===== config.mk =====
export PLATFORM = sky130hd
export DESIGN_NAME = bloon_health_tracker
export DESIGN_NICKNAME = d
export VERILOG_FILES = /design/src/rtl/bloon_health_tracker.sv
export SDC_FILE = /design/constraint.sdc
export NUM_CORES = 1
export LEC_CHECK = 0
export CAP_MARGIN = 20
export CORE_AREA = 2 2 259 261
export DETAILED_ROUTE_END_ITERATION = 16
export DIE_AREA = 0 0 261 263
export GPL_ROUTABILITY_DRIVEN = 1
export PLACE_DENSITY = 0.7
export SLEW_MARGIN = 15
export SYNTH_ARGS = -nofsm -noshare
export SYNTH_HDL_FRONTEND = slang
export SYNTH_HIERARCHICAL = 1
export SYNTH_SLANG_ARGS = --single-unit

===== constraint.sdc =====
create_clock -name Clk -period 10.59 [get_ports Clk]
set_input_delay 2.118 -clock Clk [delete_from_list [all_inputs] [get_ports Clk]]
set_output_delay 2.118 -clock Clk [all_outputs]
set_load 0.02 [all_outputs]

===== src/rtl/bloon_health_tracker.sv =====
// Per-wave bloon health/death tracker: merges NUM_SRC hit masks into per-slot damage,
// latches pops and leaks, counts them and flags wave completion.

module bloon_slot #(
    parameter int NUM_SRC = 8,
    parameter int HP_W    = 4
) (
    input  logic               Clk,
    input  logic               reset,
    input  logic               load,
    input  logic [HP_W-1:0]    load_hp,
    input  logic               present,
    input  logic               run,
    input  logic [NUM_SRC-1:0] hits,
    input  logic               leak,
    output logic [HP_W-1:0]    hp,
    output logic               dead,
    output logic               pop_pulse,
    output logic               pop_now,
    output logic               leak_now
);
    localparam int DMG_W = $clog2(NUM_SRC + 1);
    localparam int CMP_W = (HP_W > DMG_W) ? HP_W : DMG_W;

    logic [DMG_W-1:0] dmg;
    logic [CMP_W-1:0] dmg_ext;
    logic [CMP_W-1:0] hp_ext;
    logic             kill;

    always_comb begin
        dmg = '0;
        for (int i = 0; i < NUM_SRC; i++)
            dmg = dmg + DMG_W'(hits[i]);
    end

    // Damage can exceed the HP range, so the kill test is done at the wider width.
    assign dmg_ext  = CMP_W'(dmg);
    assign hp_ext   = CMP_W'(hp);
    assign kill     = (dmg != '0) && (dmg_ext >= hp_ext);
    assign leak_now = run && !dead && leak;
    assign pop_now  = run && !dead && !leak && kill;

    always_ff @(posedge Clk) begin
        if (reset) begin
            hp        <= '0;
            dead      <= 1'b1;
            pop_pulse <= 1'b0;
        end else if (load) begin
            hp        <= load_hp;
            dead      <= ~present;
            pop_pulse <= 1'b0;
        end else if (run) begin
            pop_pulse <= pop_now;
            if (leak_now) begin
                dead <= 1'b1;
            end else if (pop_now) begin
                dead <= 1'b1;
                hp   <= '0;
            end else if (!dead) begin
                // Only reached when dmg < hp, so the narrowed subtraction cannot wrap.
                hp <= hp - HP_W'(dmg);
            end
        end else begin
            pop_pulse <= 1'b0;
        end
    end
endmodule

module bloon_health_tracker #(
    parameter int NUM_SRC    = 8,
    parameter int NUM_BLOONS = 32,
    parameter int HP_W       = 4,
    parameter int CNT_W      = $clog2(NUM_BLOONS + 1)
) (
    input  logic                          Clk,
    input  logic                          reset,
    input  logic                          wave_load,
    input  logic [NUM_BLOONS-1:0]         wave_mask,
    input  logic [NUM_BLOONS*HP_W-1:0]    wave_hp,
    input  logic [NUM_SRC*NUM_BLOONS-1:0] hit_mask,
    input  logic [NUM_BLOONS-1:0]         leak_mask,
    output logic [NUM_BLOONS-1:0]         bloon_dead,
    output logic [NUM_BLOONS*HP_W-1:0]    bloon_hp,
    output logic [NUM_BLOONS-1:0]         pop_pulse,
    output logic [CNT_W-1:0]              pop_count,
    output logic [CNT_W-1:0]              leak_count,
    output logic                          wave_active,
    output logic                          wave_done
);
    localparam logic [1:0] IDLE = 2'd0;
    localparam logic [1:0] RUN  = 2'd1;
    localparam logic [1:0] DONE = 2'd2;

    logic [1:0]            state;
    logic                  run;
    logic [NUM_BLOONS-1:0] pop_now;
    logic [NUM_BLOONS-1:0] leak_now;
    logic [NUM_BLOONS-1:0] dead_next;
    logic [CNT_W-1:0]      pops;
    logic [CNT_W-1:0]      leaks;

    function automatic logic [CNT_W-1:0] count_ones(input logic [NUM_BLOONS-1:0] v);
        logic [CNT_W-1:0] c;
        c = '0;
        for (int k = 0; k < NUM_BLOONS; k++)
            c = c + CNT_W'(v[k]);
        return c;
    endfunction

    // wave_load outranks the update, so slots only advance on a plain RUN cycle.
    assign run = (state == RUN) && !wave_load;

    for (genvar j = 0; j < NUM_BLOONS; j++) begin : g_slot
        logic [NUM_SRC-1:0] slot_hits;
        for (genvar i = 0; i < NUM_SRC; i++) begin : g_src
            assign slot_hits[i] = hit_mask[i*NUM_BLOONS + j];
        end

        bloon_slot #(
            .NUM_SRC (NUM_SRC),
            .HP_W    (HP_W)
        ) u_slot (
            .Clk       (Clk),
            .reset     (reset),
            .load      (wave_load),
            .load_hp   (wave_hp[j*HP_W +: HP_W]),
            .present   (wave_mask[j]),
            .run       (run),
            .hits      (slot_hits),
            .leak      (leak_mask[j]),
            .hp        (bloon_hp[j*HP_W +: HP_W]),
            .dead      (bloon_dead[j]),
            .pop_pulse (pop_pulse[j]),
            .pop_now   (pop_now[j]),
            .leak_now  (leak_now[j])
        );
    end

    assign dead_next = bloon_dead | pop_now | leak_now;
    assign pops      = count_ones(pop_now);
    assign leaks     = count_ones(leak_now);

    always_ff @(posedge Clk) begin
        if (reset) begin
            state      <= IDLE;
            pop_count  <= '0;
            leak_count <= '0;
            wave_done  <= 1'b0;
        end else if (wave_load) begin
            pop_count  <= '0;
            leak_count <= '0;
            if (wave_mask == '0) begin
                state     <= DONE;
                wave_done <= 1'b1;
            end else begin
                state     <= RUN;
                wave_done <= 1'b0;
            end
        end else if (state == RUN) begin
            pop_count  <= pop_count + pops;
            leak_count <= leak_count + leaks;
            if (&dead_next) begin
                state     <= DONE;
                wave_done <= 1'b1;
            end else begin
                wave_done <= 1'b0;
            end
        end else begin
            wave_done <= 1'b0;
        end
    end

    assign wave_active = (state == RUN);
endmodule


==> results.txt <==
* DR DRC count: 0
- Cell accounting for the most synthesized area: fa_1
* Clock tree from TritonCTS: done
- CTS placed an instance of clkbuf_16 at the clock tree root.
- The number of global-route vias before repair is 21378.
- The number of different library cells used by synthesis comes to 49.
- Via-per-instance ratio: 5.15
- After floorplanning, the core was divided into 94 placement rows.
* Cell count after synthesis: 2479
- The mapped netlist covers 23100 sq um.
- Total global routing track utilization: 23.3%
- Average wire length per cell after detail routing: 20.0 um
- Max cap viols: 0
* Largest net degree at the start of global routing: 110
* Number of port buffers: 656
* Antenna violations before repair: 15
- Sorting the synthesized cells by how often they occur yields 465 x inv_1, 248 x ha_1, 212 x fa_1.
* Leak pwr: 13.6 nW
- Routed via count: 21058
* Leading cell type by number of instances after synthesis: inv_1
* Filler-free cell count of the finished design: 4087
- Placeable Area: 65600 sq um
- The floorplan step defined a die boundary enclosing 68600 sq um.
* Max Freq: 97.4 MHz
- Worst-Skew Late Latency: 0.57 ns
- Worst setup path end: pop_count[5]
- Predominant post-synthesis flop cell: dfxtp_1
- Area overhead of the layout relative to synthesis: 39.2%
- Cells with a size suffix above 1 make up 9.37% of the layout.
- Pin slew with the least headroom to its limit: 1.10 ns
- By area the synthesized netlist is led by fa_1 18%, dfxtp_1 18%, ha_1 13%.
* Hold slack final: 0.470 ns
- The number of hold violations in the final report is 0.
- The worst register-to-register path has a setup slack of 3.27 ns.
- TritonCTS Buffers: 28
* Proportion of synthesized chip area in sequential cells: 17.9%
* Filler cell count in the final layout: 6173
- The worst register-to-register path begins at state[1].
* Arrival @ worst endpoint: 10.71 ns
- The first detailed-routing pass ran for 7 iterations.
- For this run, the post-layout net count is 4106.
* Cell with the largest stage delay on the worst path: fa_2
* Post-route minimum period: 10.27 ns
- Final total power: 4.74 mW
- Post-synth net total: 3390
- The worst register-to-register path has a depth of 23.
- Between clock sinks in the finished design, the worst skew comes to 0.00897 ns.
- The critical path starts at hit_mask[6].
* Sinks on the clock net: 207
* Placed cells: 4029
- Post-synthesis register bit count: 207
- The critical path in this run is classified as in -> reg.
- In this run the critical register-to-register path is captured at pop_count[5].
- Nature of the critical path endpoint: register
* Worst slew margin relative to its limit: 26.9%
- The worst setup path is launched from an input pin.
- For this run the aggregate overflow at the end of global routing stands at 0.
* Maximum VDD drop: 103 uV
* Synth top area share: 18.3%
- STA puts the critical path data required time at 11.03 ns.
* Mean Syn Cell Area: 9.34 sq um
* Wire length of the first global-routing pass: 124 mm
* Stage delay of the slowest cell on the critical path: 0.59 ns
* Clk pin slew, worst setup/hold paths: 0.06 ns
* Final HPWL DP: 68.3 mm
- Cell repeated most along the worst path: fa_1
- In this run the horizontal extent of the chip is 261 um.
- In this run the number of H-tree levels came out at 1.
* Period utilisation layout: 96.9%
- The tightest min-delay check is of the reg -> reg type.
- After detailed routing, the total wire length is 81.8 mm.
- Counting flops with an async set or reset pin after synthesis yields a share of 0%.
* Final count of pins violating max slew: 0
- For this configuration, the core starts out at a cell density of 35.3%.
- Final Wtd Congestion: 0.920
- Ratio of total power to cell area: 147 nW/um^2
* Starting DRT DRC Count: 1011
- Setup Viol. Count Final: 0
- The Yosys step of the flow raised 6 warnings.
* # IOs: 657
- Critical-path maximum fanout: 3
- Maximum root-to-sink buffer count: 3
- Number of enable flip-flop cells after synthesis: 0
- In this run the remaining antenna-violating nets after routing total 0.
- Run status: finished clean
- In this run the vertical extent of the chip is 263 um.
[layer usage]
metal | part of all wire [%] | wire (um) | vias to the layer above | GRT usage (%)
met5 | 0.080 | 65 | - | 0
met4 | 3.3 | 2680 | 10 | 7.17
met3 | 5.8 | 4750 | 122 | 4.29
met2 | 49 | 40200 | 580 | 40.7
met1 | 42 | 34100 | 10078 | 28.7
li1 | - | - | 10268 | -
[layout make-up]
| type | count | area (sq um) | share of cell area [%] |
|---|---|---|---|
| Clock buffer | 45 | 886 | 2.75 |
| Tap cell | 864 | 1080 | 3.35 |
| Antenna cell | 9 | 22.5 | 0.0699 |
| Inverter | 466 | 1750 | 5.43 |
| Clock inverter | 4 | 73.8 | 0.229 |
| Timing Repair Buffer | 721 | 7080 | 22.0 |
| Multi-Input combinational cell | 1771 | 17200 | 53.4 |
| Sequential cell | 207 | 4140 | 12.9 |
[kinds of logic after synthesis]
| group | after synthesis | synth area share, % |
|---|---|---|
| buf+inv | 501 | 8.12 |
| flops | 207 | 17.9 |
| xor+xnor | 105 | 5.09 |
| simple gates | 658 | 19.0 |
| fa+ha+maj | 460 | 31.7 |
| compound gates | 548 | 18.2 |
[how the worst min path moves through the flow]
stage                           to  slack (ns)      from  cells past startpoint
after floorplan           state[1]        0.44  state[0]                      2
after global placement    state[1]        0.45  state[0]                      2
after detailed placement  state[1]        0.47  state[0]                      2
after CTS                 state[1]        0.47  state[0]                      2
after global routing      state[1]        0.50  state[0]                      2
final                     state[1]        0.47  state[0]                      2
[repair_timing]
action | 4_1_cts | 5_1_grt
setup endpoints to repair | 0 | 1
hold buffers | 0 | 0
setup buffers | 0 | 0
resized for setup | 0 | 12
[through the flow]
| stage | worst slack, ns | utilization [%] | setup TNS (ns) | cell area, sq um |
|---|---|---|---|---|
| finish | 0.324 | 49.1 | 0 | 32200 |
| global route | -0.0180 | 49.1 | -0.0180 | 32200 |
| CTS | 0.287 | 49.0 | 0 | 32100 |
| detailed placement | -0.333 | 47.5 | -0.664 | 31200 |
| global placement | -0.0845 | 47.5 | -0.108 | 31200 |
| floorplan | 0.0157 | - | 0 | 23100 |
[flip-flops by register name, indices dropped and copies added, names as in the netlist]
name                     flops
g_slot.u_slot/hp           128
g_slot.u_slot/dead          32
g_slot.u_slot/pop_pulse     32
leak_count                   6
pop_count                    6
state                        2
wave_done                    1
[worst max-delay path: cells and delay by family]
kind | cells | cell delay, ns
adder cells (fa/ha/maj) | 13 | 5.95
buffers and inverters | 9 | 1.02
AO/OA/AOI/OAI | 4 | 0.86
AND/OR/NAND/NOR | 4 | 0.60
XOR/XNOR | 1 | 0.17
[where the power goes]
part	switching, mW	internal, mW
logic	1.50	1.36
registers	0.0467	0.819
clock network	0.391	0.614
[layout by cell type (no fill, tap or decap), types with 6 or more instances in the layout]
cell             netlist  final
a211oi_1              99     89
a211oi_2               0     10
a21o_1                35     35
a21oi_1               76     76
a21oi_2               33     33
a22oi_1              128    128
and3b_1               32     32
and4_1                32     32
buf_4                  0     64
clkbuf_1              35      6
clkbuf_16              0     29
clkbuf_8               0     11
clkdlybuf4s50_1        0    654
dfxtp_1              207    207
diode_2                0      9
fa_1                 212    211
ha_1                 248    248
inv_1                465    465
nand2_1               47     47
nand2b_1              34     34
nand3b_1              32     32
nor2_1               140    139
nor2b_1               97     97
nor3_1                82     82
nor3_2                32     32
nor3b_4               32     32
nor4_1                12     12
o22a_2                32     32
o32ai_1              128    128
or3_1                 10     10
or3b_1                18     18
or3b_2                15     15
or4_1                 32     32
xnor2_1               71     71
xnor2_2               32     32
No activity file was read; power rests on OpenSTA's default activity.
